## src/rtl/calc_token_encoder.sv

```systemverilog
// Token stream encoder for the 8-bit calculator. A FIFO holds (op, operand) entries and
// replays them on go as operand, op, operand, ..., EQL with one token per clock.
module calc_token_encoder #(
  parameter int DEPTH = 8,
  parameter int AW    = 3
) (
  input  logic          clk,
  input  logic          reset,
  input  logic          push,
  input  logic          push_op,
  input  logic [7:0]    push_val,
  input  logic          go,
  output logic [7:0]    tok,
  output logic          busy,
  output logic          done,
  output logic [AW:0]   count,
  output logic          err,
  output logic          overflow,
  output logic [1:0]    dbg_state
);

  // dbg_state mirrors r_state: tok content for the current cycle is implied by it.
  localparam logic [1:0] S_IDLE = 2'd0;
  localparam logic [1:0] S_NUM  = 2'd1;
  localparam logic [1:0] S_OP   = 2'd2;
  localparam logic [1:0] S_EQL  = 2'd3;

  localparam logic [AW:0] L_FULL = (AW+1)'(DEPTH);

  localparam logic [7:0] TOK_ADD = 8'd0;
  localparam logic [7:0] TOK_EQL = 8'd2;
  localparam logic [7:0] TOK_CLR = 8'd3;

  logic [8:0]    r_mem [DEPTH];
  logic [AW-1:0] r_wr_ptr;
  logic [AW-1:0] r_rd_ptr;
  logic [AW:0]   r_count;
  logic [1:0]    r_state;
  logic [7:0]    r_tok;
  logic          r_busy;
  logic          r_done;
  logic          r_err;
  logic          r_overflow;

  logic [8:0]    w_head;
  logic [7:0]    w_head_val;
  logic          w_head_op;
  logic          w_empty;
  logic          w_full;
  logic          w_head_ok;
  logic          w_wr_en;

  assign w_head     = r_mem[r_rd_ptr];
  assign w_head_val = w_head[7:0];
  assign w_head_op  = w_head[8];
  assign w_empty    = (r_count == '0);
  assign w_full     = (r_count == L_FULL);
  assign w_head_ok  = (w_head_val > TOK_CLR);
  assign w_wr_en    = (r_state == S_IDLE) && push && !w_full;

  always_ff @(posedge clk) begin
    if (w_wr_en) begin
      r_mem[r_wr_ptr] <= {push_op, push_val};
    end
  end

  always_ff @(posedge clk) begin
    if (reset) begin
      r_wr_ptr   <= '0;
      r_rd_ptr   <= '0;
      r_count    <= '0;
      r_state    <= S_IDLE;
      r_tok      <= TOK_CLR;
      r_busy     <= 1'b0;
      r_done     <= 1'b0;
      r_err      <= 1'b0;
      r_overflow <= 1'b0;
    end else begin
      r_done <= 1'b0;
      case (r_state)
        S_IDLE: begin
          r_tok  <= TOK_CLR;
          r_busy <= 1'b0;
          if (push) begin
            if (w_full) begin
              r_overflow <= 1'b1;
            end else begin
              r_wr_ptr <= r_wr_ptr + 1'b1;
              r_count  <= r_count + 1'b1;
            end
          end else if (go && !w_empty) begin
            r_overflow <= 1'b0;
            if (w_head_ok) begin
              r_err    <= 1'b0;
              r_tok    <= w_head_val;
              r_rd_ptr <= r_rd_ptr + 1'b1;
              r_count  <= r_count - 1'b1;
              r_busy   <= 1'b1;
              r_state  <= S_NUM;
            end else begin
              // Bad first operand: nothing but the idle CLR goes out.
              r_err    <= 1'b1;
              r_rd_ptr <= r_wr_ptr;
              r_count  <= '0;
              r_done   <= 1'b1;
            end
          end
        end
        S_NUM: begin
          r_busy <= 1'b1;
          if (w_empty) begin
            r_tok   <= TOK_EQL;
            r_state <= S_EQL;
          end else begin
            r_tok   <= TOK_ADD | {7'd0, w_head_op};
            r_state <= S_OP;
          end
        end
        S_OP: begin
          if (w_head_ok) begin
            r_tok    <= w_head_val;
            r_rd_ptr <= r_rd_ptr + 1'b1;
            r_count  <= r_count - 1'b1;
            r_busy   <= 1'b1;
            r_state  <= S_NUM;
          end else begin
            r_tok    <= TOK_CLR;
            r_err    <= 1'b1;
            r_rd_ptr <= r_wr_ptr;
            r_count  <= '0;
            r_busy   <= 1'b0;
            r_done   <= 1'b1;
            r_state  <= S_IDLE;
          end
        end
        S_EQL: begin
          r_tok   <= TOK_CLR;
          r_busy  <= 1'b0;
          r_done  <= 1'b1;
          r_state <= S_IDLE;
        end
        default: begin
          r_tok   <= TOK_CLR;
          r_busy  <= 1'b0;
          r_state <= S_IDLE;
        end
      endcase
    end
  end

  assign tok       = r_tok;
  assign busy      = r_busy;
  assign done      = r_done;
  assign count     = r_count;
  assign err       = r_err;
  assign overflow  = r_overflow;
  assign dbg_state = r_state;

endmodule

```

## config.mk

```make
export PLATFORM = sky130hd
export DESIGN_NAME = calc_token_encoder
export DESIGN_NICKNAME = d
export VERILOG_FILES = /design/src/rtl/calc_token_encoder.sv
export SDC_FILE = /design/constraint.sdc
export NUM_CORES = 1
export LEC_CHECK = 0
export BUFFER_PORTS_ARGS = -buffer_cell sky130_fd_sc_hd__buf_2
export CORE_ASPECT_RATIO = 2
export CORE_MARGIN = 3
export CORE_UTILIZATION = 35
export DETAILED_ROUTE_END_ITERATION = 8
export PLACE_DENSITY = 0.53
export SLEW_MARGIN = 20
export SYNTH_ARGS = -nofsm -noshare
export SYNTH_HDL_FRONTEND = slang
export SYNTH_SLANG_ARGS = --single-unit
```

## constraint.sdc

```tcl
create_clock -name clk -period 2.7 [get_ports clk]
set_clock_uncertainty 0.15 [all_clocks]
set_input_delay 0.135 -clock clk [delete_from_list [all_inputs] [get_ports clk]]
set_output_delay 0.135 -clock clk [all_outputs]
set_load 0.01 [all_outputs]
```

======== After elaboration in Yosys (flattened, before gate mapping) ========
Memory sizes are Yosys's and may differ from the RTL's. A register that Yosys moved wholly into a read port is not among the register bits.
Cells that the tools add are included.
storage, ports and cells
  flip-flop bits (word level) ............. 24
  memory bits (writable) .................. 72
  bits of input ports ..................... 13
  word-level logic and storage cells ...... 81
  memories kept ........................... 1
cells by class
  add/sub/neg operators ................... 4
  magnitude comparators ................... 1
  eq/ne operators ......................... 11
  multiplexer cells ....................... 39
  bitwise logic cells ..................... 1
  reduce and logical (&&, ||, !) cells .... 15
memories
  memory  depth  bits a word  read ports  clocked after Yosys merged registers in  write ports  line  text
  r_mem   8      9            1           1                                        1            34    logic [8:0] r_mem [DEPTH];
operator list
  cell                   number
  $pmux W8 S4            1
  $mux W8                3
  $mux W1                16
  $mux W4                4
  $mux W3                5
  $reduce_and A3 Y1      5
  $gt A8 B2 Y1 const B   1
  $mux W2                4
  $pmux W2 S4            1
  $pmux W4 S2            1
  $add A3 B1 Y3 const B  2
  $ne A2 B2 Y1 const B   3
  $pmux W3 S2            1
  $add A4 B1 Y4 const B  1
  $eq A2 B2 Y1 const B   2
  $eq A4 B4 Y1 const B   1
  $logic_not A4 Y1       1
  $ne A2 B1 Y1 const B   2
  $pmux W1 S4            1
  $reduce_and A4 Y1      1
  $reduce_bool A2 Y1     2
  $sub A4 B1 Y4 const B  1
  $logic_and A1 B1 Y1    3
  $ne A3 B2 Y1 const B   1
  7 further kinds        8

======== Logic depth before layout (Yosys ltp) ========
  depth in word-level cells ............... 8
  depth in mapped cells ................... 7
  mapped depth without buffers ............ 7

======== Least setup slack after synthesis ========
Ideal clock, no wire load.
  kind .................................... register to register
  start point ............................. register r_count[0] (netlist: count[0])
  end point ............................... memory r_mem[0][0] (enable)
  setup time .............................. 0.387 ns
  arrival ................................. 1.867 ns
  path slack .............................. 0.296 ns
  stages on the path, launching flop included .. 7
  buffers on the path ..................... 0
  cells stage by stage .................... dfxtp_1 inv_1 ha_1 nand3b_1 and3_1 nand2b_1 nor3_1
on the way
  word-level cells in the longest chain between the ends .. 5
RTL lines
  element                        line  text
  start, declared                37    logic [AW:0] r_count;
  start signal, assigned         89    r_count <= r_count + 1'b1;
  start signal, assigned         97    r_count <= r_count - 1'b1;
  start signal, assigned         123   r_count <= r_count - 1'b1;
  $eq A4 B4 Y1                   57    assign w_full = (r_count == L_FULL);
  $logic_not A1 Y1               59    assign w_wr_en = (r_state == S_IDLE) && push && !w_full;
  $logic_and A1 B1 Y1            59
  $mux W1                        62    if (w_wr_en) begin
  $mux W1 (not written as such)  63    r_mem[r_wr_ptr] <= {push_op, push_val};
  end, declared                  34
No other way between the ends.

==> qor.yml <==
status:
  status: "complete, no violations"
placement:
  numPortBuffers: 30
  dpl_cell_area_um2: 4330
  gp_congestion: 0.774
  place_hpwl_mm: 5.67
  dpl.cell_count: 425
floorplan:
  core_area_um2: 10900
  die_w_um: 80.9
  dieArea_um2: 12600
  dieHeight_um: 156
  rows: 54
  io_pins: 31
  start_util_pct: 35.8
timing:
  setup_viol_count_final: 0
  min_period_over_period_pct: 90.8
  slew_headroom_pct: 69.5
  rsz0062_at_grt: "false"
  worst_pin_slew_ps: 456
  tns_ps: 0
  timing.fmax_mhz: 408
  period_needed_ps: 2450
  slew_violations: 0
  hold_viol: 0
route:
  drt-initial-drc-count: 105
  vias: 2255
  drc: 0
  drt_pre_antenna_iters: 5
  ant_nets: 0
  viasPerCell: 5.00
  routed_wl_mm: 8.04
  route.detailed.wl_per_inst_um: 17.8
setup_path:
  crit_arrival_ps: 2520
  crit_type: "register to register"
  reg2reg_slack_ps: 250
  cp_max_fo: 18
  crit_path_end_kind: "register"
  critical_path_required_ps: 2770
  ff2ff_path_depth: 6
  cp-start-kind: "register"
cts:
  cts.sinks: 99
  cts_made_buffers: 9
  htreeDepth: 3
  cts-root-buf: "clkbuf_16"
  cts_tree: "done"
  cts.clk_slew.worst_paths_ps: 70
  cts_resized: 0
  clk_latency_ps: 340
  clk_path_buf_depth: 2
synthesis:
  synth_compound_area_share_pct: 5.30
  netlist_instances: 247
  ys_seq_area_share_pct: 68.9
  synth_top_area_cell: "edfxtp_1"
  syn_area_um2: 3920
  synthAdderAreaFrac_pct: 1.59
  ys_types: 43
  yosys_warnings: 0
  synth_xor_area_share_pct: 0.893
  synth_top_area_share_pct: 55.1
  synth_area_leaders: "edfxtp_1 (55%), dfxtp_1 (14%), mux4_2 (7.5%)"
  ys_ff_latch: 99
  syn-num-nets: 265
  muxShareOfSynthArea_pct: 13.4
  synth_top_family_by_area: "multiplexers"
  synth-simple-area-share_pct: 7.88
  syn_area_per_cell_um2: 15.9
grt:
  track_usage_pct: 13.8
  grt.busiest_layer: "met2"
  first_global_vias: 2309
  met2_usage_pct: 25.7
  overflow: 0
  grt_start_max_net_pins: 19
  grt_use_met3_pct: 3.35
  grtUsageMet1_pct: 14.1
  grt_pass1_wl_mm: 12.4
  antenna_found_initial: 0
layout:
  fin_cells: 451
  drive_gt1_share_pct: 25.4
  fin_util_pct: 43.0
  mostFrequentLayoutCells: "edfxtp_1 (72), buf_2 (30), dfxtp_1 (27)"
  final_nets: 324
  design_area_um2: 4710
  antennaDiodeCount: 0
  syn2layout_area_growth_pct: 20.1
  final_common_cell: "edfxtp_1"
  final.fill_count: 1014
pwr:
  leakagePower_nw: 1.66
  power_density_nw_per_um2: 915
  vdd_drop_max_v: 0.000607
  p_total_mw: 4.31
flow_run:
  maxCapViolCount: 0
worst_hold_path:
  hold_path_class: "input port to register"
## flip-flops by register name, indices dropped and copies added (netlist names), named ones only
| name | flops |
|---|---|
| busy | 1 |
| count | 4 |
| dbg_state | 2 |
| done | 1 |
| err | 1 |
| overflow | 1 |
| r_mem | 72 |
| r_rd_ptr | 3 |
| r_wr_ptr | 3 |
| tok | 8 |
## worst max-delay path, stage by stage, from the launching register on
cell	delay, ps
dfxtp_1	360
buf_12	200
mux4_1	570
mux2i_1	280
and4_2	350
nand3_2	80
a311oi_1	350
## metrics by stage
step                setup slack, ps  hold slack, ps
floorplan                       296            83.9
global placement                259             253
detailed placement              251             262
CTS                             212            29.9
global route                   93.8            73.9
finish                          248            52.5
## worst min path at each step
stage,to,depth (start not counted),start
after floorplan,r_mem[0][0]$_DFFE_PP_,0,push_val[0]
after global placement,r_mem[1][0]$_DFFE_PP_,1,push_val[0]
after detailed placement,r_mem[3][2]$_DFFE_PP_,1,push_val[2]
after CTS,r_wr_ptr[1]$_SDFFE_PP0P_,4,push
after global routing,r_wr_ptr[1]$_SDFFE_PP0P_,4,push
final,r_wr_ptr[1]$_SDFFE_PP0P_,4,push
## timing repair
item,CTS,global route
setup buffers,0,0
endpoints found under the hold margin,76,0
hold buffers,10,0
## synthesized netlist by cell type (all sizes together)
cell and count:
edfxtp 72, xnor2 2, nand4 3, a211oi 2, ha 5, nor2b 1, or3b 1, o311ai 1
mux2i 9, and3 3, a211o 1, a21oi 6, nand2 14, xor2 2, and2 1, nand2b 3
o31ai 1, dfxtp 27, nor4b 2, or4 1, o21a 1, mux2 1, a31oi 7, inv 9
o22ai 3, nor2 21, a22oi 1, nand3b 1, buf 4, o221a 1, clkbuf 3, or2 1
nand3 5, a311oi 1, nor3 4, mux4 18, and4 1, o21ai 8
## cell type report
cell class,count,area (µm²),area share [%]
inverter,9,33.8,0.717
tap,140,175,3.72
sequential,99,2700,57.4
multi-input combinational,132,1140,24.2
timing repair buffer,55,375,7.97
clock inverter,6,55.1,1.17
clock buffer,10,229,4.86
## power breakdown
group / total (mW) / internal [mW] / switching, mW
combinational: 1.15 / 0.523 / 0.626
clock: 1.22 / 0.645 / 0.572
sequential: 1.95 / 1.82 / 0.129
## layer usage
layer / wire length, µm / vias to the layer above / share of wire [%]
li1: - / 1080 / -
met1: 2940 / 1119 / 37
met2: 4690 / 47 / 58
met3: 263 / 9 / 3.3
met4: 148 / 0 / 1.8
met5: 0 / - / 0
## logic make-up (layout without fill, tap and decap cells)
group,count (synthesis),in the layout
AO/OA/AOI/OAI,33,33
buffers and inverters,16,80
multiplexers,28,28
adder cells (fa/ha/maj),5,5
flip-flops,99,99
XOR/XNOR,4,4
AND/OR/NAND/NOR,62,62
Power figures use the tool's default switching activity.
